===== src/rtl/subneg_bus_pkg.sv =====
`default_nettype none
// ----------------------------------------------------------------------------
// subneg_bus_pkg : shared bus width and memory-mapped I/O addresses
// Revision 1.0
// ----------------------------------------------------------------------------
package subneg_bus_pkg;

  localparam int BUS_W = 8;

  typedef logic [BUS_W-1:0] bus_t;

  localparam bus_t ADDR_IN  = 8'hFE;
  localparam bus_t ADDR_OUT = 8'hFF;

endpackage
`default_nettype wire


===== src/rtl/subneg_mem_responder_if.sv =====
`default_nettype none
// ----------------------------------------------------------------------------
// subneg_mem_responder_if : multiplexed address/data bus plus I/O port signals
// Revision 1.0
// ----------------------------------------------------------------------------
interface subneg_mem_responder_if;
  import subneg_bus_pkg::*;

  bus_t bus_in;
  logic le;
  logic oe_n;
  logic we_n;
  bus_t bus_out;
  logic bus_oe;
  bus_t in_port;
  bus_t out_port;
  logic out_valid;
  logic err;

  modport slave (
    input  bus_in, le, oe_n, we_n, in_port,
    output bus_out, bus_oe, out_port, out_valid, err
  );

  modport master (
    output bus_in, le, oe_n, we_n, in_port,
    input  bus_out, bus_oe, out_port, out_valid, err
  );

endinterface
`default_nettype wire


===== src/rtl/subneg_ram.sv =====
`default_nettype none
// ----------------------------------------------------------------------------
// subneg_ram : DEPTH x 8 array, synchronous write, asynchronous read
// Revision 1.0
// ----------------------------------------------------------------------------
module subneg_ram
  import subneg_bus_pkg::*;
#(
  parameter int DEPTH = 32,
  parameter int AW    = 5
) (
  input  logic          clk,
  input  logic          i_we,
  input  logic [AW-1:0] i_waddr,
  input  bus_t          i_wdata,
  input  logic [AW-1:0] i_raddr,
  output bus_t          o_rdata
);

  bus_t r_mem [DEPTH];

  always_ff @(posedge clk) begin
    if (i_we) begin
      r_mem[i_waddr] <= i_wdata;
    end
  end

  assign o_rdata = r_mem[i_raddr];

endmodule
`default_nettype wire


===== src/rtl/subneg_mem_responder.sv =====
`default_nettype none
// ----------------------------------------------------------------------------
// subneg_mem_responder : latched-address byte memory with input/output ports
// Revision 1.0
// ----------------------------------------------------------------------------
module subneg_mem_responder
  import subneg_bus_pkg::*;
#(
  parameter int DEPTH = 32
) (
  input  logic                   clk,
  input  logic                   reset,
  subneg_mem_responder_if.slave  bus
);

  localparam int   c_AW    = (DEPTH > 1) ? $clog2(DEPTH) : 1;
  localparam bus_t c_DEPTH = bus_t'(DEPTH);

  bus_t r_addr_q;
  bus_t r_out_port;
  logic r_out_valid;
  logic r_err;

  logic w_in_ram;
  logic w_wr_req;
  logic w_ram_we;
  logic w_violation;
  bus_t w_ram_rdata;
  bus_t w_rd_data;
  logic w_bus_oe;

  assign w_in_ram    = (r_addr_q < c_DEPTH);
  // Level write: only while the address latch is closed and not in reset.
  assign w_wr_req    = !bus.we_n && !bus.le && !reset;
  assign w_ram_we    = w_wr_req && w_in_ram;
  assign w_violation = !bus.we_n && (!bus.oe_n || bus.le);

  subneg_ram #(
    .DEPTH (DEPTH),
    .AW    (c_AW)
  ) u_ram (
    .clk     (clk),
    .i_we    (w_ram_we),
    .i_waddr (r_addr_q[c_AW-1:0]),
    .i_wdata (bus.bus_in),
    .i_raddr (r_addr_q[c_AW-1:0]),
    .o_rdata (w_ram_rdata)
  );

  always_comb begin
    w_rd_data = '0;
    if (w_in_ram) begin
      w_rd_data = w_ram_rdata;
    end else if (r_addr_q == ADDR_IN) begin
      w_rd_data = bus.in_port;
    end
  end

  assign w_bus_oe      = !bus.oe_n && bus.we_n;
  assign bus.bus_oe    = w_bus_oe;
  assign bus.bus_out   = w_bus_oe ? w_rd_data : '0;
  assign bus.out_port  = r_out_port;
  assign bus.out_valid = r_out_valid;
  assign bus.err       = r_err;

  always_ff @(posedge clk) begin
    if (reset) begin
      r_addr_q    <= '0;
      r_out_port  <= '0;
      r_out_valid <= 1'b0;
      r_err       <= 1'b0;
    end else begin
      if (bus.le) begin
        r_addr_q <= bus.bus_in;
      end
      r_out_valid <= w_wr_req && (r_addr_q == ADDR_OUT);
      if (w_wr_req && (r_addr_q == ADDR_OUT)) begin
        r_out_port <= bus.bus_in;
      end
      if (w_violation) begin
        r_err <= 1'b1;
      end
    end
  end

endmodule
`default_nettype wire


===== src/flat_wrapper.sv =====
// flat-port wrapper written by rule: the top's interface ports become plain ports
module subneg_mem_responder_flat import subneg_bus_pkg::*;
#(
  parameter int DEPTH = 32
)
  (clk, reset, bus_bus_in, bus_le, bus_oe_n, bus_we_n, bus_in_port, bus_bus_out, bus_bus_oe, bus_out_port, bus_out_valid, bus_err);
  subneg_mem_responder_if bus_i ();
  input  logic clk;
  input  logic reset;
  input wire logic [$bits(bus_i.bus_in)-1:0] bus_bus_in;
  input wire logic [$bits(bus_i.le)-1:0] bus_le;
  input wire logic [$bits(bus_i.oe_n)-1:0] bus_oe_n;
  input wire logic [$bits(bus_i.we_n)-1:0] bus_we_n;
  input wire logic [$bits(bus_i.in_port)-1:0] bus_in_port;
  output wire logic [$bits(bus_i.bus_out)-1:0] bus_bus_out;
  output wire logic [$bits(bus_i.bus_oe)-1:0] bus_bus_oe;
  output wire logic [$bits(bus_i.out_port)-1:0] bus_out_port;
  output wire logic [$bits(bus_i.out_valid)-1:0] bus_out_valid;
  output wire logic [$bits(bus_i.err)-1:0] bus_err;
  assign bus_i.bus_in = bus_bus_in;
  assign bus_i.le = bus_le;
  assign bus_i.oe_n = bus_oe_n;
  assign bus_i.we_n = bus_we_n;
  assign bus_i.in_port = bus_in_port;
  assign bus_bus_out = bus_i.bus_out;
  assign bus_bus_oe = bus_i.bus_oe;
  assign bus_out_port = bus_i.out_port;
  assign bus_out_valid = bus_i.out_valid;
  assign bus_err = bus_i.err;
  subneg_mem_responder #(.DEPTH(DEPTH)) u_core (.clk(clk), .reset(reset), .bus(bus_i));
endmodule

===== config.mk =====
export PLATFORM = sky130hd
export DESIGN_NAME = subneg_mem_responder_flat
export DESIGN_NICKNAME = d
export VERILOG_FILES = /design/src/rtl/subneg_bus_pkg.sv /design/src/rtl/subneg_mem_responder_if.sv /design/src/rtl/subneg_ram.sv /design/src/rtl/subneg_mem_responder.sv /design/src/flat_wrapper.sv
export SDC_FILE = /design/constraint.sdc
export NUM_CORES = 1
export LEC_CHECK = 0
export BUFFER_PORTS_ARGS = -buffer_cell sky130_fd_sc_hd__buf_4
export CORE_MARGIN = 2
export CORE_UTILIZATION = 39
export DETAILED_ROUTE_END_ITERATION = 16
export RECOVER_POWER = 25
export SYNTH_ARGS = -nofsm -noshare
export SYNTH_HDL_FRONTEND = slang
export SYNTH_SLANG_ARGS = --single-unit

===== constraint.sdc =====
create_clock -name clk -period 3.8 [get_ports clk]
set_clock_uncertainty 0.05 [all_clocks]
set_input_delay 0.76 -clock clk [delete_from_list [all_inputs] [get_ports clk]]
set_output_delay 0.76 -clock clk [all_outputs]
set_load 0.01 [all_outputs]

# After elaboration in Yosys (flattened, before gate mapping)
# Memories as Yosys holds them, arrays and structs flattened. A register that Yosys moved wholly into a read port is not among the register bits.
# Cells that the tools add are included.
# word_totals
in_bits	21
mem_bits_rw	256
word_cells	26
memories	1
regBits	18
# memory_table
name	words	word_bits	rd	rd_clocked_by_memory_dff	wr	line_no	rtl
u_core.u_ram.r_mem	32	8	1	1	1	subneg_ram.sv:20	bus_t r_mem [DEPTH];
# classes
n_eq_ne	2
n_reduce_logical	11
n_mux	7
n_lt_le_gt_ge	1
# op_table
operator	n
two-way mux 8 bit	3
equality test 8 bit (second input constant)	2
two-way mux 5 bit	2
less-than comparator 8 x 6 -> 1 bit (second input constant)	1
logical AND 1 bit	6
logical NOT 1 bit	4
two-way mux 1 bit	2
logical OR 1 bit	1

# Depth between registers and ports, before layout
# Gate-level depths: netlist of run 1.
# depth
word_depth	6
depth_mapped	8
depth_no_buf	5

# By module
# From an unflattened synthesis of run 1, not the netlist that was laid out.
# hier_totals
hier_cells	495
area_unflattened_um2	10762.8
# modules_own_cells
module	n_inst	cells_per_inst	area_per_inst_um2
subneg_ram	1	409	9893.2
subneg_mem_responder	1	86	869.6

# Least setup slack after synthesis of run 1
# OpenSTA, ideal clock, no wires.
# synth_path
kind	reg2out
start	reg (tool-made name)
end	out bus_bus_out[1]
path_stages_with_launch	9
path_buffers	4
path_slack_ns	1.317
t_arrival_ns	1.673
cell_sequence	dfxtp_1 buf_6 buf_12 buf_12 buf_12 mux2i_1 a221oi_1 o21ai_0 o31ai_1
# synth_lines
item	line_no	rtl
end, declared	flat_wrapper.sv:15	output wire logic [$bits(bus_i.bus_out)-1:0] bus_bus_out;

==> flow_summary.yaml, run 1 <==
global_routing:
  overflow: 0
  grt_max_degree: 49
  track_usage_pct: 16.2
  grt_pass1_vias: 5838
  antenna_found_initial: 0
  grt_pass1_wl_um: 35400
routing:
  antenna_left: 0
  drc: 0
  via_per_inst: 5.32
  via_count: 5618
  drt_iter0_drc: 530
  routed_wl_um: 23700
  avgRoutedWirePerCell_um: 22.5
  first_pass_iters: 5
sta:
  hold_violations: 0
  relSlewSlack_pct: -13.1
  fin_crit_sh_pct: 97.6
  rsz0062_at_grt: "no"
  final-setup-viol-count: 0
  fin_tns_setup_ns: 0
  tightestPinTransition_ns: 1.70
  min_period_ns: 3.71
  slew_viol_final: 175
  fmax_mhz: 270
finish:
  diodes: 0
  nets: 679
  final_layout_size_suffix_gt1_share_pct: 19.9
  final_cell_mix: "edfxtp_1, nor2_1, mux2i_1, buf_4, clkbuf_16"
  nFillCells: 2340
  area_growth_syn_to_layout_pct: 14.8
  fin_util_pct: 45.5
  final_common_cell: "edfxtp_1"
yosys:
  synth_area_per_cell_sq_um: 18.2
  synth.cell_area_sq_mm: 0.0110
  ys_types: 41
  synth_seq_cells: 279
  ys_seq_area_share_pct: 74.3
  ys_warn_count: 0
  syn_inst: 603
  syn_nets: 624
clocking:
  numCtsBuffers: 28
  clock_path_buffers: 3
  htreeDepth: 1
  clock-sinks: 279
  post_cts_buffers: 0
  cts_tree: "built"
  path_clk_slew_ns: 0.06
  cts_root_buf: "clkbuf_16"
  postCtsHoldBufs: 0
  clkLatencyLatePin_ns: 0.53
setup_path:
  crit_path_end_kind: "output pin"
  regToRegStartpoint: "u_core.r_addr_q[5]"
  crit_arrival_ns: 2.90
  path_cells: "mux4_1 > a22o_1 > nor4_1 > buf_4 > o31ai_1 > buf_4"
  crit_required_ns: 2.99
  cp-start-kind: "register"
  crit_type: "reg -> out"
  max_stage_delay_ns: 0.59
  crit_top_cell: "buf_4"
  timing.critical_path.fanout_max: 13
  cp_slowest_cell: "mux4_1"
die:
  boundaryPins: 40
  die_x_um: 172
  core_sq_mm: 0.0277
  start_util_pct: 39.6
  design.die.area_sq_mm: 0.0295
  num_rows: 61
  dieHeight_um: 172
run:
  cap_violations: 5
outcome:
  status: "finished, violations left"
  violations: "capacitance limit, slew limit"
place:
  port_buffers: 39
  gp_congestion: 0.800
  place_hpwl_um: 15100
power:
  power_leakage_nw: 3.95
  vdd_ir_drop_max_v: 0.000334
  power.density_mw_per_mm2: 514
min_path:
  min_path_type: "reg -> reg"
  min_from: "u_core.bus.out_port[4]"
-- cells in the mapped netlist (all sizes together) --
| cell type | instances | area [sq um] |
|---|---|---|
| a21oi | 2 | 10.0 |
| a221oi | 8 | 70.1 |
| a22o | 8 | 70.1 |
| and3 | 2 | 12.5 |
| and4 | 1 | 8.76 |
| buf | 17 | 196 |
| clkbuf | 11 | 41.3 |
| dfxtp | 23 | 460 |
| edfxtp | 256 | 7690 |
| inv | 2 | 7.51 |
| mux2 | 16 | 180 |
| mux2i | 63 | 631 |
| mux4 | 32 | 736 |
| nand2 | 13 | 48.8 |
| nand2b | 3 | 18.8 |
| nand3 | 6 | 30.0 |
| nand3b | 6 | 45.0 |
| nand4 | 1 | 6.26 |
| nor2 | 66 | 260 |
| nor2b | 3 | 18.8 |
| nor3 | 1 | 5.00 |
| nor4 | 9 | 81.3 |
| o211ai | 1 | 7.51 |
| o21ai | 16 | 80.1 |
| o22a | 4 | 35.0 |
| o22ai | 20 | 125 |
| o31ai | 7 | 52.6 |
| or2 | 1 | 6.26 |
| or3 | 2 | 12.5 |
| or3b | 3 | 26.3 |
-- path summary, 6_finish.rpt --
| check | end | slack [ns] | cells past startpoint |
|---|---|---|---|
| setup / recovery | bus_bus_out[3] | 0.09 | 6 |
| hold / removal | u_core.bus.out_port[4] | 0.46 | 2 |
| setup reg to reg | u_core.u_ram.r_mem[19][7] | 1.06 | 4 |
| hold reg to reg | u_core.bus.out_port[4] | 0.46 | 2 |
-- per-layer routing --
metal,share of wire [%],GRT usage [%]
met1,46,23.2
met2,46,25.8
met3,5.9,2.74
met4,2.4,4.42
met5,0,0
-- cell type report --
type / count / area [sq um] / share of cell area [%]
Inverter: 2 / 7.51 / 0.0596
Clock buffer: 40 / 828 / 6.58
Tap cell: 378 / 473 / 3.75
Multi-Input combinational cell: 294 / 2580 / 20.5
Sequential cell: 279 / 8150 / 64.7
Timing Repair Buffer: 53 / 429 / 3.41
Clock inverter: 10 / 123 / 0.973
-- stage by stage --
step	setup slack, ns	total power, mW	area (sq um)	hold slack (ns)	instances
floorplan	1.32	3.62	11000	0.418	603
global placement	0.619	3.74	11600	0.408	1005
detailed placement	0.538	3.75	11600	0.441	1005
CTS	0.0510	6.52	12600	0.458	1055
global route	0.0119	6.64	12600	0.495	1056
finish	0.0930	6.47	12600	0.457	1056
-- timing repair --
action	CTS	global route
endpoints found under the setup margin	1	4
endpoints found under the hold margin	0	0
resized for setup	1	2
cloned	0	1
-- sequential cells by signal (all words and copies together) (netlist names), named ones only --
| name | cells |
|---|---|
| u_core.r_addr_q | 8 |
| u_core.bus.out_valid | 1 |
| u_core.bus.out_port | 8 |
| u_core.u_ram.r_mem | 256 |
| u_core.bus.err | 1 |
-- critical path, delay by kind of cell, from the launching register on --
family                 cells  cell delay, ns
AOI/OAI and AO/OA          2            0.34
DFF                        1            0.56
muxes                      1            0.59
and+or+nand+nor            1            0.51
buffers and inverters      2            0.37
-- cell families after synthesis --
group           synth area share [%]
compound gates                  4.11
buf+inv                         2.24
flops                           74.3
mux                             14.1
simple gates                    5.29
-- power breakdown --
group / switching, mW / leakage (nW) / total, mW / internal [mW]
sequential: 0.0258 / 2.49 / 3.39 / 3.36
clock: 1.08 / 0.471 / 2.78 / 1.71
combinational: 0.180 / 0.990 / 0.300 / 0.120
total: 1.28 / 3.95 / 6.47 / 5.19
(Power assumes the default switching activity.)
==> run 2, diff against run 1 <==
Settings changed: CAP_MARGIN from default to 15, SYNTH_HIERARCHICAL from default to 1.
==> flow_summary.yaml, run 2 <==
place:
  place_hpwl_um: 14000
  placed_area_sq_mm: 0.0117
  port_buffers: 39
  gp_congestion: 0.778
clocking:
  postCtsHoldBufs: 0
  cts_tree: "built"
  clock_path_buffers: 3
  path_clk_slew_ns: 0.06
  clock-sinks: 274
  htreeDepth: 1
  numCtsBuffers: 27
  clkLatencyLatePin_ns: 0.52
  cts_root_buf: "clkbuf_16"
setup_path:
  path_cells: "buf_12 > buf_12 > mux4_2 > mux4_2 > mux2_2 > a22o_1 > buf_4"
  r2r_slack_ns: 1.03
  rr_worst_depth: 5
  cp-start-kind: "register"
  regToRegStartpoint: "u_core/r_addr_q[7]"
  crit_arrival_ns: 2.94
  crit_path_end_kind: "output pin"
  critPathTopFamily: "multiplexers"
  max_stage_delay_ns: 0.53
  crit_required_ns: 2.99
  worstReg2RegEnd: "u_core/u_ram/r_mem[4][4]"
  crit_type: "reg -> out"
  cp_slowest_cell: "mux4_2"
  path_buf_inv: 3
  timing.critical_path.fanout_max: 7
finish:
  multi_input_area_sq_mm: 0.00257
  final_common_cell: "edfxtp_1"
  nFillCells: 2236
  regMostFlops: "u_core/u_ram/r_mem"
  regArea_sq_mm: 0.00805
  area_growth_syn_to_layout_pct: 18.3
  diodes: 0
  final_layout_size_suffix_gt1_share_pct: 36.1
  nets: 610
  fin_area_sq_mm: 0.0127
  largest_reg_flops: 256
  fin_util_pct: 47.1
  final_cell_mix: "edfxtp_1, mux4_2, buf_4, nor2_1, clkbuf_16"
global_routing:
  track_usage_pct: 16.1
  overflow: 0
  grt_pass1_vias: 5264
  grt_pass1_wl_um: 34100
  antenna_found_initial: 0
  grt_max_degree: 57
sta:
  slew_viol_final: 210
  final-setup-viol-count: 0
  fin_crit_sh_pct: 98.6
  relSlewSlack_pct: -14.4
  fin_tns_setup_ns: 0
  fin_hold_ws_ns: 0.430
  fmax_mhz: 267
  hold_violations: 0
  rsz0062_at_grt: "no"
  min_period_ns: 3.75
  tightestPinTransition_ns: 1.72
min_path:
  min_path_type: "reg -> reg"
  hold_path_depth: 2
  min_to: "u_core/bus.out_port[5]"
  min_from: "u_core/bus.out_port[5]"
run:
  cap_violations: 6
yosys:
  synthMostInstantiatedCell: "edfxtp_1"
  synth_edf_count: 256
  synth_area_per_cell_sq_um: 21.7
  synth_common_cells: "edfxtp_1, mux4_2, nor2_1"
  ys_dominant_reg_cell: "edfxtp_1"
  ys_warn_count: 6
  syn_nets: 516
  synth_area_leaders: "edfxtp_1, mux4_2, dfxtp_1, nor2_1, mux2i_1"
  syn_inst: 495
  ys_seq_area_share_pct: 74.8
  ys_types: 27
  synth.cell_area_sq_mm: 0.0108
  ys_async_sr_fraction_pct: 0
  yosys.area.top_type: "edfxtp_1"
  synth_top_area_share_pct: 71.4
  synth_seq_cells: 274
power:
  vdd_ir_drop_max_v: 0.000380
  power_leakage_nw: 4.04
  power.density_mw_per_mm2: 498
die:
  boundaryPins: 40
  design.die.area_sq_mm: 0.0289
  start_util_pct: 39.8
  dieHeight_um: 170
  num_rows: 60
  die_x_um: 170
  core_sq_mm: 0.0270
routing:
  antenna_left: 0
  first_pass_iters: 4
  drc: 0
  drt_iter0_drc: 389
  routed_wl_um: 22900
  via_count: 5111
  via_per_inst: 5.38
  avgRoutedWirePerCell_um: 24.1
outcome:
  violations: "capacitance limit, slew limit"
  status: "finished, violations left"
## run 2: changes by cell type in the layout (fill, tap and decap cells not counted), sizes merged, moves of 8 or more
cell    delta
mux4      +48
nand2     -11
o22ai     -20
mux2i     -47
o21ai     -16
buf       +34
nor2      -23
nand2b    +14
mux2       -8
a221oi     -8
## run 2: worst max-delay path by stage
| stage | start | to | slack [ns] | depth (start not counted) |
|---|---|---|---|---|
| finish | u_core/r_addr_q[0] | bus_bus_out[3] | 0.05 | 7 |
| global route | u_core/r_addr_q[0] | bus_bus_out[3] | 0.003 | 7 |
| CTS | u_core/r_addr_q[0] | bus_bus_out[2] | 0.02 | 6 |
| detailed placement | u_core/r_addr_q[0] | bus_bus_out[2] | 0.29 | 6 |
| global placement | u_core/r_addr_q[0] | bus_bus_out[2] | 0.29 | 6 |
| floorplan | u_core/r_addr_q[2] | bus_bus_out[0] | 0.60 | 6 |
## run 2: through the flow
| step | cells | power (mW) | setup slack, ns |
|---|---|---|---|
| final | 950 | 6.34 | 0.0537 |
| after global routing | 950 | 6.56 | 0.00269 |
| after CTS | 947 | 6.40 | 0.0153 |
| after detailed placement | 894 | 3.72 | 0.289 |
| after global placement | 894 | 3.72 | 0.294 |
| after floorplan | 495 | 3.58 | 0.600 |
## run 2: cells by family (layout without fill, tap and decap cells)
| group | Yosys count | count (layout) | synth area share, % |
|---|---|---|---|
| AOI/OAI and AO/OA | 9 | 9 | 0.697 |
| buffers and inverters | 27 | 141 | 1.37 |
| DFF | 274 | 274 | 74.8 |
| muxes | 104 | 104 | 19.1 |
| and+or+nand+nor | 81 | 81 | 4.09 |
## run 2: tightest hold or removal path, stage by stage, from the launching register on
cell,delay [ns]
dfxtp_1,0.32
nand2b_1,0.06
mux2i_1,0.05
## run 2: area by class of cell
type                            instances  area share, %
Sequential cell                       274           63.3
Multi-Input combinational cell        194           20.2
Timing Repair Buffer                   90           6.15
Clock buffer                           30           5.40
Tap cell                              341           3.35
Clock inverter                         19           1.62
Inverter                                2         0.0590
## run 2: power breakdown
group	leakage, nW	switching [mW]	internal, mW
logic	1.16	0.192	0.171
registers	2.45	0.00529	3.31
clock network	0.432	1.09	1.58
## run 2: layer usage
| metal | routed length [um] | global-route usage, % |
|---|---|---|
| met5 | 0 | 0 |
| met4 | 425 | 3.98 |
| met2 | 11000 | 25.3 |
| met1 | 10400 | 23.7 |
| met3 | 1090 | 2.77 |
## run 2: timing repair
item / in CTS / in global routing
buffers inserted: 3 / 2
gates cloned: 1 / 2
setup endpoints to repair: 8 / 8
gates resized for setup: 2 / 2
==> run 3, diff against run 2 <==
--- a/constraint.sdc
+++ b/constraint.sdc
@@ -4,2 +4,2 @@
 set_output_delay 0.76 -clock clk [all_outputs]
-set_load 0.01 [all_outputs]
+set_load 0.02 [all_outputs]
==> flow_summary.yaml, run 3 (synthesis gave the netlist of run 2 again) <==
global_routing:
  track_usage_pct: 16.8
  overflow: 0
  grt_pass1_vias: 5424
  antenna_found_initial: 0
  grt_max_degree: 52
  grt_pass1_wl_um: 35300
setup_path:
  crit_required_ns: 2.99
  crit_type: "reg -> out"
  r2r_slack_ns: 0.93
  crit_arrival_ns: 2.98
  timing.critical_path.fanout_max: 8
  startpoint: "u_core/r_addr_q[0]"
  regToRegStartpoint: "u_core/r_addr_q[7]"
  cp-start-kind: "register"
  crit_path_end_kind: "output pin"
sta:
  fin_crit_sh_pct: 99.7
  rsz0062_at_grt: "yes"
  tightestPinTransition_ns: 1.66
  min_period_ns: 3.79
  relSlewSlack_pct: -10.7
  fmax_mhz: 264
  slew_viol_final: 210
  hold_violations: 0
  fin_hold_ws_ns: 0.424
  final-setup-viol-count: 0
  fin_tns_setup_ns: 0
finish:
  largest_reg_flops: 256
  regMostFlops: "u_core/u_ram/r_mem"
  final_common_cell: "edfxtp_1"
  fin_cells: 950
  fin_util_pct: 47.1
  final_layout_size_suffix_gt1_share_pct: 36.1
  final_cell_mix: "edfxtp_1, mux4_2, buf_4, nor2_1, clkbuf_16"
  nFillCells: 2224
  area_growth_syn_to_layout_pct: 18.1
  fin_area_sq_mm: 0.0127
  nets: 612
  diodes: 0
clocking:
  cts_tree: "built"
  numCtsBuffers: 27
  cts_root_buf: "clkbuf_16"
  clock_path_buffers: 3
  htreeDepth: 1
  clock-sinks: 274
  clkLatencyLatePin_ns: 0.51
  path_clk_slew_ns: 0.06
  postCtsHoldBufs: 0
power:
  vdd_ir_drop_max_v: 0.000359
  power.density_mw_per_mm2: 486
  power_leakage_nw: 4.04
routing:
  via_count: 5346
  via_per_inst: 5.63
  routed_wl_um: 24100
  drt_iter0_drc: 466
  avgRoutedWirePerCell_um: 25.4
  drc: 0
  first_pass_iters: 5
  antenna_left: 0
place:
  dp.cells: 894
  placed_area_sq_mm: 0.0117
  gp_congestion: 0.767
  place_hpwl_um: 14600
  port_buffers: 39
min_path:
  min_from: "u_core/bus.err"
  min_path_type: "reg -> reg"
outcome:
  violations: "capacitance limit, slew limit"
  status: "finished, violations left"
die:
  dieHeight_um: 170
  boundaryPins: 40
  start_util_pct: 39.8
  die_x_um: 170
  core_sq_mm: 0.0270
  design.die.area_sq_mm: 0.0289
  num_rows: 60
run:
  cap_violations: 6
[run 3: cell type report]
type	count	area (sq um)	area share, %
tap	341	427	3.36
inverter	2	7.51	0.0590
clock buffer	31	691	5.43
multi-input combinational	194	2570	20.2
sequential	274	8050	63.3
clock inverter	16	125	0.984
timing repair buffer	92	842	6.62
[run 3: path summary, 6_finish.rpt]
kind / endpoint / depth (start not counted)
setup / recovery: bus_bus_out[4] / 7
hold / removal: u_core/bus.err / 2
setup reg to reg: u_core/u_ram/r_mem[28][3] / 5
hold reg to reg: u_core/bus.err / 2
[run 3: worst max-delay path, stage by stage, from the launching register on]
cell and delay [ns]:
dfxtp_4 0.36, buf_12 0.17, buf_4 0.17, mux4_2 0.55, mux4_2 0.53, mux2_2 0.29, a22o_1 0.22, buf_4 0.16
[run 3: power breakdown]
group	internal (mW)	leakage, nW	switching (mW)	total, mW
logic	0.178	1.19	0.199	0.377
clock network	1.43	0.403	1.06	2.48
registers	3.31	2.45	0.00840	3.32
total	4.91	4.04	1.26	6.18
[run 3: repair_timing]
item	4_1_cts	5_1_grt
setup buffers	5	1
cloned	1	2
endpoints found under the setup margin	8	6
gates resized for setup	0	6
[run 3: per-layer routing]
layer | GRT usage, % | routed length (um)
met5 | 0 | 0
met2 | 27.2 | 11700
met4 | 5.02 | 537
met1 | 23.8 | 10300
met3 | 2.60 | 1640
[run 3: metrics by stage]
| stage | power, mW | setup WS, ns |
|---|---|---|
| detailed placement | 3.73 | 0.238 |
| global route | 6.36 | -0.0448 |
| CTS | 6.21 | 0.00196 |
| finish | 6.18 | 0.0129 |
| floorplan | 3.58 | 0.559 |
| global placement | 3.73 | 0.235 |
